<file path="src/rtl/fifo_burst_writer.sv">
// Purpose: write-side producer that pushes exactly cmd_len source bytes per burst into an async FIFO, tagging each burst with an ID.
// Latency: first write can land one cycle after command acceptance; one byte per cycle thereafter, done pulses the cycle after the last write.
// Backpressure: wfull blocks winc and src_ready combinationally in the same cycle; a low src_valid simply holds the burst.
module fifo_burst_writer #(
    parameter int DATA_WIDTH = 8,
    parameter int MAX_BURST  = 64,
    parameter int LEN_W      = 7,
    parameter int ID_WIDTH   = 32
) (
    input  logic                  wclk,
    input  logic                  wrst,
    input  logic                  cmd_valid,
    output logic                  cmd_ready,
    input  logic [LEN_W-1:0]      cmd_len,
    input  logic                  src_valid,
    output logic                  src_ready,
    input  logic [DATA_WIDTH-1:0] src_data,
    output logic [DATA_WIDTH-1:0] wdata,
    output logic                  winc,
    input  logic                  wfull,
    output logic [ID_WIDTH-1:0]   burst_id,
    output logic                  busy,
    output logic                  done,
    output logic                  cmd_err,
    output logic [15:0]           stall_cnt
);

    typedef enum logic {
        IDLE  = 1'b0,
        BURST = 1'b1
    } state_t;

    state_t           state;
    logic [LEN_W-1:0] remaining;
    logic             len_legal;

    // A command length is usable only when it is non-zero and fits within the largest burst.
    always_comb begin
        len_legal = (cmd_len != '0) && (cmd_len <= LEN_W'(MAX_BURST));
    end

    // Write strobe and source handshake stay combinational so a freshly raised wfull blocks the write in the same cycle.
    always_comb begin
        src_ready = (state == BURST) && !wfull;
        winc      = (state == BURST) && src_valid && !wfull;
        wdata     = src_data;
    end

    // Burst sequencer: command intake, byte countdown, ID tagging, status pulses and stall accounting.
    always_ff @(posedge wclk or posedge wrst) begin
        if (wrst) begin
            state     <= IDLE;
            remaining <= '0;
            burst_id  <= '0;
            stall_cnt <= '0;
            done      <= 1'b0;
            cmd_err   <= 1'b0;
            busy      <= 1'b0;
            cmd_ready <= 1'b1;
        end else begin
            done    <= 1'b0;
            cmd_err <= 1'b0;
            case (state)
                IDLE: begin
                    if (cmd_valid) begin
                        if (len_legal) begin
                            remaining <= cmd_len;
                            burst_id  <= burst_id + ID_WIDTH'(1);
                            state     <= BURST;
                            busy      <= 1'b1;
                            cmd_ready <= 1'b0;
                        end else begin
                            // Illegal length: handshake completes but nothing is launched.
                            cmd_err <= 1'b1;
                        end
                    end
                end
                BURST: begin
                    if (wfull && (stall_cnt != 16'hFFFF)) begin
                        stall_cnt <= stall_cnt + 16'd1;
                    end
                    if (winc) begin
                        remaining <= remaining - LEN_W'(1);
                        if (remaining == LEN_W'(1)) begin
                            state     <= IDLE;
                            busy      <= 1'b0;
                            cmd_ready <= 1'b1;
                            done      <= 1'b1;
                        end
                    end
                end
                default: begin
                    state     <= IDLE;
                    busy      <= 1'b0;
                    cmd_ready <= 1'b1;
                end
            endcase
        end
    end

endmodule

</file>
<file path="config.mk">
export PLATFORM = sky130hd
export DESIGN_NAME = fifo_burst_writer
export DESIGN_NICKNAME = d
export VERILOG_FILES = /design/src/rtl/fifo_burst_writer.sv
export SDC_FILE = /design/constraint.sdc
export NUM_CORES = 1
export LEC_CHECK = 0
export ABC_AREA = 0
export CAP_MARGIN = 5
export CELL_PAD_IN_SITES_DETAIL_PLACEMENT = 0
export CELL_PAD_IN_SITES_GLOBAL_PLACEMENT = 1
export CORE_MARGIN = 8
export CORE_UTILIZATION = 36
export CTS_BUF_LIST = sky130_fd_sc_hd__clkbuf_16
export CTS_CLUSTER_DIAMETER = 150
export DETAILED_ROUTE_END_ITERATION = 12
export PLACE_DENSITY = 0.76
export RECOVER_POWER = 50
export SLEW_MARGIN = 20
export SYNTH_ARGS = -nofsm -noshare
export SYNTH_HDL_FRONTEND = slang
export SYNTH_SLANG_ARGS = --single-unit
</file>
<file path="constraint.sdc">
create_clock -name wclk -period 2.4 [get_ports wclk]
set_clock_uncertainty 0.1 [all_clocks]
set_input_delay 0.36 -clock wclk [delete_from_list [all_inputs] [get_ports wclk]]
set_output_delay 0.36 -clock wclk [all_outputs]
set_load 0.05 [all_outputs]
</file>
==> impl_metrics.ini <==
[run_status]
status = complete, no violations

[global_route]
first_global_vias = 2376
grt_max_degree = 61
overflow = 0
grt_usage_pct = 12.6
grt_pass1_wl_mm = 11.6
antenna_found_initial = 0

[worst_setup_path]
path_class = input pin to register
required_ns = 2.50
cpPeakStageDelay_ns = 0.57
arrival_ns = 2.46
crit_path_end_kind = register
cp_common_cell = or4_4
cp_cell_sequence = clkdlybuf4s50_1 -> or4_4 -> or4_4 -> buf_4 -> a31o_4 -> o221a_2
crit_slowest_cell = or4_4
cp_max_fo = 10
worst-path-buf-inv = 2
worstSetupStartpointType = input pin
critical_path.top_delay_family = simple AND/OR/NAND/NOR gates

[finish]
layout_common_cells = 59 x dfrtp_1, 56 x clkdlybuf4s50_1, 38 x xnor2_1
nets = 379
layoutNonFillerInstCount = 462
utilization_pct = 51.5
fillers = 741
diodes = 0
area_delta_synth_final_pct = 38.4
drive_gt1_share_pct = 11.9
final_common_cell = dfrtp_1

[clock_tree]
cts_max_level = 3
clk_path_buf_depth = 2
clkSinkCount = 60
cts_buffers = 9
clockRootBuffer = clkbuf_16
cts_tree = built
insertion_delay_ns = 0.32
clk_pin_slew_ns = 0.05
holdBufCountCts = 0

[pwr]
seqPwrFrac_pct = 38.4
p_total_mw = 3.59
switching_share_pct = 36.3
vdd_ir_drop_max_mv = 0.949
p_int_mw = 2.29
clkPwrFrac_pct = 30.7
p_leak_nw = 1.76
power.density_nw_per_um2 = 898
switchingPower_mw = 1.30
comb_power_share_pct = 30.8

[detailed_routing]
post_drt_wl_per_cell_um = 14.7
finalWirelength_mm = 6.79
drt_iter0_drc = 80
ant_nets = 0
drt-vias-per-instance = 5.01
vias = 2313
dr.pass1.iters = 4
drc = 0

[sta]
worstMarginPinSlew_ns = 1.46
setup_viol = 0
hold_ws_ns = 0.362
slew_violations = 0
relSlewSlack_pct = 2.94
max_freq_ghz = 0.423
worst_slack_ns = 0.0348
rsz0062_at_grt = no
hold_violations = 0
fin_crit_ns = 2.37
finalCritPeriodShare_pct = 98.5

[place]
post-place-ws_ns = -0.376
portBuffers = 65
dp_cells = 446
dpl.hpwl_mm = 4.90
gp_congestion = 0.753

[run]
cap_violations = 0

[floorplan]
rows = 32
initial_utilization_pct = 37.2
coreArea_um2 = 7770
die_y_um = 106
die-area_um2 = 11200
die_w_um = 106
io_pins = 82

[logic_synthesis]
synth_cells = 276
yosys_warnings = 0
synth_seq_cells = 60
syn-num-nets = 300
ys_types = 39
avgSynthCellArea_um2 = 10.5
netlist_area_um2 = 2890
ys_seq_area_share_pct = 52.0

[hold_path]
worst_hold_path_type = register to register
-- through the flow --
step	TNS (ns)	area (um^2)
3_5_place_dp	-8.99	3740
3_3_place_gp	-7.13	3740
2_1_floorplan	0	2890
5_1_grt	0	4000
6_report	0	4000
4_1_cts	0	4010
-- worst reg2reg max path: stages, from the launching register on --
cell and delay, ns:
dfrtp_1 0.45, ha_1 0.28, and3_1 0.20, a41oi_1 0.20
clkbuf_1 0.33, mux2_2 0.38
-- layout make-up --
cell class / instances / area (um^2) / area share (%)
clock inverters: 7 / 35.0 / 0.876
flip-flops and latches: 60 / 1500 / 37.6
inverters: 10 / 37.5 / 0.939
repair buffers: 83 / 796 / 19.9
multi-input cells: 191 / 1270 / 31.9
clock buffers: 9 / 225 / 5.63
well taps: 102 / 128 / 3.19
-- metal layers --
layer	global-route usage, %	vias up	part of all wire [%]
met5	0	-	0
met2	19.6	66	47
met3	5.66	2	7.9
met4	3.02	0	0.27
li1	-	1126	-
met1	15.6	1119	45
-- power by group through the flow --
stage	clock network, mW	registers [mW]	logic (mW)
global route	1.19	1.41	1.20
floorplan	0	1.67	0.483
CTS	1.14	1.38	1.13
global placement	0	1.39	1.11
detailed placement	0	1.39	1.13
finish	1.10	1.38	1.11
-- synthesized netlist by cell type (all sizes together) --
cell type | number | area [um^2]
clkbuf | 3 | 11.3
dfstp | 1 | 26.3
xor2 | 6 | 52.6
inv | 10 | 37.5
a21o | 1 | 7.51
o221a | 2 | 22.5
a2111oi | 1 | 8.76
nand2 | 25 | 93.8
nor2b | 2 | 12.5
o31ai | 2 | 15.0
o311ai | 1 | 8.76
and2 | 2 | 12.5
nand3 | 18 | 90.1
o22ai | 3 | 18.8
mux2i | 1 | 10.0
o21ai | 3 | 15.0
mux2 | 3 | 33.8
a31o | 1 | 8.76
ha | 4 | 50.1
a41oi | 1 | 8.76
nor3 | 5 | 30.0
a21oi | 10 | 50.1
o21a | 1 | 7.51
xnor2 | 38 | 333
dfrtp | 59 | 1480
and4 | 3 | 26.3
or4 | 3 | 26.3
nor2 | 16 | 60.1
nor3b | 1 | 7.51
buf | 12 | 86.3
nor4 | 1 | 6.26
nand4 | 22 | 138
and3b | 1 | 8.76
and3 | 13 | 81.3
o31a | 1 | 8.76
-- kinds of logic after synthesis --
kind of cell / synth area share, %
and+or+nand+nor: 20.5
DFF: 52.0
xor gates and xnor gates: 13.3
AOI/OAI and AO/OA: 6.23
buffers and inverters: 4.68
muxes: 1.52
adders and majority gates: 1.73
-- sequential cells by signal, indices dropped and copies added (netlist names) --
register and cells:
busy 1, cmd_ready 1, burst_id 32, cmd_err 1, remaining 7, done 1, state 1, stall_cnt 16
-- path summary, 6_finish.rpt --
check | start | end | slack (ns) | cells past startpoint
worst max-delay path | cmd_len[2] | remaining[2] | 0.03 | 6
worst min-delay path | burst_id[31] | burst_id[31] | 0.36 | 1
max in group asynchronous | wrst | remaining[2] | 0.44 | 3
worst max register to register | stall_cnt[0] | stall_cnt[1] | 0.36 | 5
worst min register to register | burst_id[31] | burst_id[31] | 0.36 | 1
min in group asynchronous | wrst | burst_id[15] | 0.88 | 3
-- what timing repair did --
action                                  in CTS  in global routing
endpoints found under the hold margin        0                  0
pin swaps                                    0                  1
endpoints found under the setup margin       9                 18
gates resized for setup                      2                  3
buffers inserted                             0                  0
gates cloned                                 0                  0
Power figures use the tool's default switching activity.
==> RTL change, RTL diff (config.mk and constraints unchanged) <==
The parameter `MAX_BURST` goes from 64 to 48.
--- a/src/rtl/fifo_burst_writer.sv
+++ b/src/rtl/fifo_burst_writer.sv
@@ -5,3 +5,3 @@
     parameter int DATA_WIDTH = 8,
-    parameter int MAX_BURST  = 64,
+    parameter int MAX_BURST  = 48,
     parameter int LEN_W      = 7,
Function: changed (a bounded check fails within 4 cycles, from zero or initial values and one cycle with wrst high).
==> RTL change against the original RTL <==
  * Synthesized area is 2.5% higher
  * Wire length is 1.1% lower
  * Cell area is 2.5% higher
  * Total power is 8.9% higher
  * Synthesized cell count is 2.5% higher
  * Via count is 1.8% higher
  * Maximum frequency is 3.7% higher
  * Sequential cell count stayed put
  * Worst setup slack better by 85 ps
  * First-iteration DRC count is 64% higher
  * Critical path type unchanged
  * Largest power group unchanged
==> RTL change: results (changes against the original RTL) <==
Min path:
- The capture endpoint of the worst hold path was cmd_ready (was burst_id[31]).
- The number of cells on the worst hold path is 2 (was 1).
- The launch instance of the worst min-delay path was cmd_ready (was burst_id[31]).

Synth:
- The sequential area share after synthesis was 50.74% (was 51.99%).
- Most instantiated cells after synthesis: sky130_fd_sc_hd__dfrtp_1, sky130_fd_sc_hd__nand2_1, sky130_fd_sc_hd__xnor2_1 (was sky130_fd_sc_hd__dfrtp_1, sky130_fd_sc_hd__xnor2_1, sky130_fd_sc_hd__nand2_1).
- The mean post-synth cell area was 10.46 µm² (was 10.47 µm²).
- The number of different library cells in the post-synthesis netlist is 45 (was 39).
- Top cells by area, synth: sky130_fd_sc_hd__dfrtp_1, sky130_fd_sc_hd__xnor2_1, sky130_fd_sc_hd__nand2_1 (was sky130_fd_sc_hd__dfrtp_1, sky130_fd_sc_hd__xnor2_1, sky130_fd_sc_hd__nand4_1).

Worst setup path:
- The arrival time reported for the critical path endpoint is 2380 ps (was 2460 ps).
- The worst reg2reg path endpoint is burst_id[8] (was stall_cnt[1]).
- The origin of the worst setup path was cmd_len[1] (was cmd_len[2]).
- The critical register-to-register path startpoint was state (was stall_cnt[0]).
- The cell family with the largest share of critical-path delay is compound AO/OA/AOI/OAI gates (was simple AND/OR/NAND/NOR gates).
- The number of cells traversed by the worst register-to-register path was 6 (was 5).
- The largest incremental delay on the critical path is 470 ps (was 570 ps).

Cells and area:
- The fraction of layout cells with a size suffix above 1 came to 11.68% (was 11.94%).
- The count of placed standard cells in the final layout, fillers left out is 473 (was 462).
- The post-layout net count is 387 (was 379).

Routing:
- The total wire length is 6713 µm (was 6785 µm).
- The via count is 2354 (was 2313).
- The DRC violation total after the first TritonRoute iteration is 131 (was 80).

Clock tree:
- The post-cts repair resize count is 0 (was 2).
- The worst-skew pair later-pin latency is 320 ps (about the same).

Global routing:
- The first-pass GRT wire length is 11430 µm (was 11610 µm).
- The overall global routing resource usage was 12.47% (was 12.59%).
- The number of global-route vias before repair is 2363 (was 2376).

Power and ir drop:
- The leakage power is 1.797 nW (was 1.756 nW).

Status:
- Outcome: complete, no violations (unchanged).

Place:
- The final weighted congestion in routability-driven placement came to 0.7795 (was 0.7531).
- The sum of net half-perimeters after detailed placement came to 4916 µm (was 4901 µm).
## RTL change: cell types whose count changed in the layout (fill, tap and decap cells not counted), moves of 4 or more
cell | before | now
sky130_fd_sc_hd__dlygate4sd3_1 | 7 | 3
sky130_fd_sc_hd__inv_1 | 10 | 6
sky130_fd_sc_hd__nand3_1 | 18 | 23
sky130_fd_sc_hd__and3_1 | 12 | 8
sky130_fd_sc_hd__o21ai_0 | 3 | 7
sky130_fd_sc_hd__nand4_1 | 22 | 14
sky130_fd_sc_hd__clkdlybuf4s50_1 | 56 | 60
sky130_fd_sc_hd__xnor2_1 | 38 | 34
sky130_fd_sc_hd__nand2_1 | 25 | 34
## RTL change: logic make-up after synthesis
logic type,Yosys count,synth area share (%)
AOI/OAI and AO/OA,25,5.957
xor gates and xnor gates,43,12.97
adders and majority gates,4,1.690
buffers and inverters,19,3.760
DFF,60,50.74
muxes,4,1.394
and+or+nand+nor,128,23.49
## RTL change: tightest hold or removal path: stages, from the launching register on
cell	delay (ps)
sky130_fd_sc_hd__dfstp_2	360
sky130_fd_sc_hd__nand2_1	50
sky130_fd_sc_hd__nand2_1	40
## RTL change: cell type report
class	count	area, µm²
clock inverter	7	82.58
clock buffer	9	225.2
sequential	60	1503
inverter	6	22.52
timing repair buffer	82	788.3
tap	105	131.4
multi-input combinational	204	1348
fill	772	3993
## RTL change: stage by stage
stage | area (µm²) | util [%] | worst slack (ps) | power (mW) | hold slack (ps)
floorplan | 2962 | - | 213.9 | 2.230 | 374.9
global placement | 3815 | 47.14 | -167.6 | 2.607 | 356.0
detailed placement | 3815 | 47.14 | -207.5 | 2.621 | 351.5
CTS | 4123 | 50.94 | 118.3 | 3.967 | 328.8
global route | 4100 | 50.66 | 30.88 | 4.142 | 385.6
finish | 4100 | 50.66 | 119.8 | 3.914 | 355.9
## RTL change: worst max path at each step
stage	slack, ps	endpoint	depth (start not counted)
after floorplan	210	burst_id[31]	6
after global placement	-170	burst_id[12]	7
after detailed placement	-210	burst_id[8]	7
after CTS	120	burst_id[8]	7
after global routing	30	burst_id[8]	7
final	120	burst_id[8]	7
## RTL change: power by group
group	switching [mW]	internal (mW)
Clock	0.428	0.894
Sequential	0.196	1.18
Combinational	0.743	0.471
## RTL change: metal layers
| layer | up-vias | wire length, µm | GRT usage [%] |
|---|---|---|---|
| li1 | 1158 | - | - |
| met1 | 1125 | 3110 | 15.41 |
| met2 | 60 | 3087 | 19.23 |
| met3 | 11 | 403 | 4.079 |
| met4 | 0 | 111 | 6.030 |
| met5 | - | 0 | 0 |
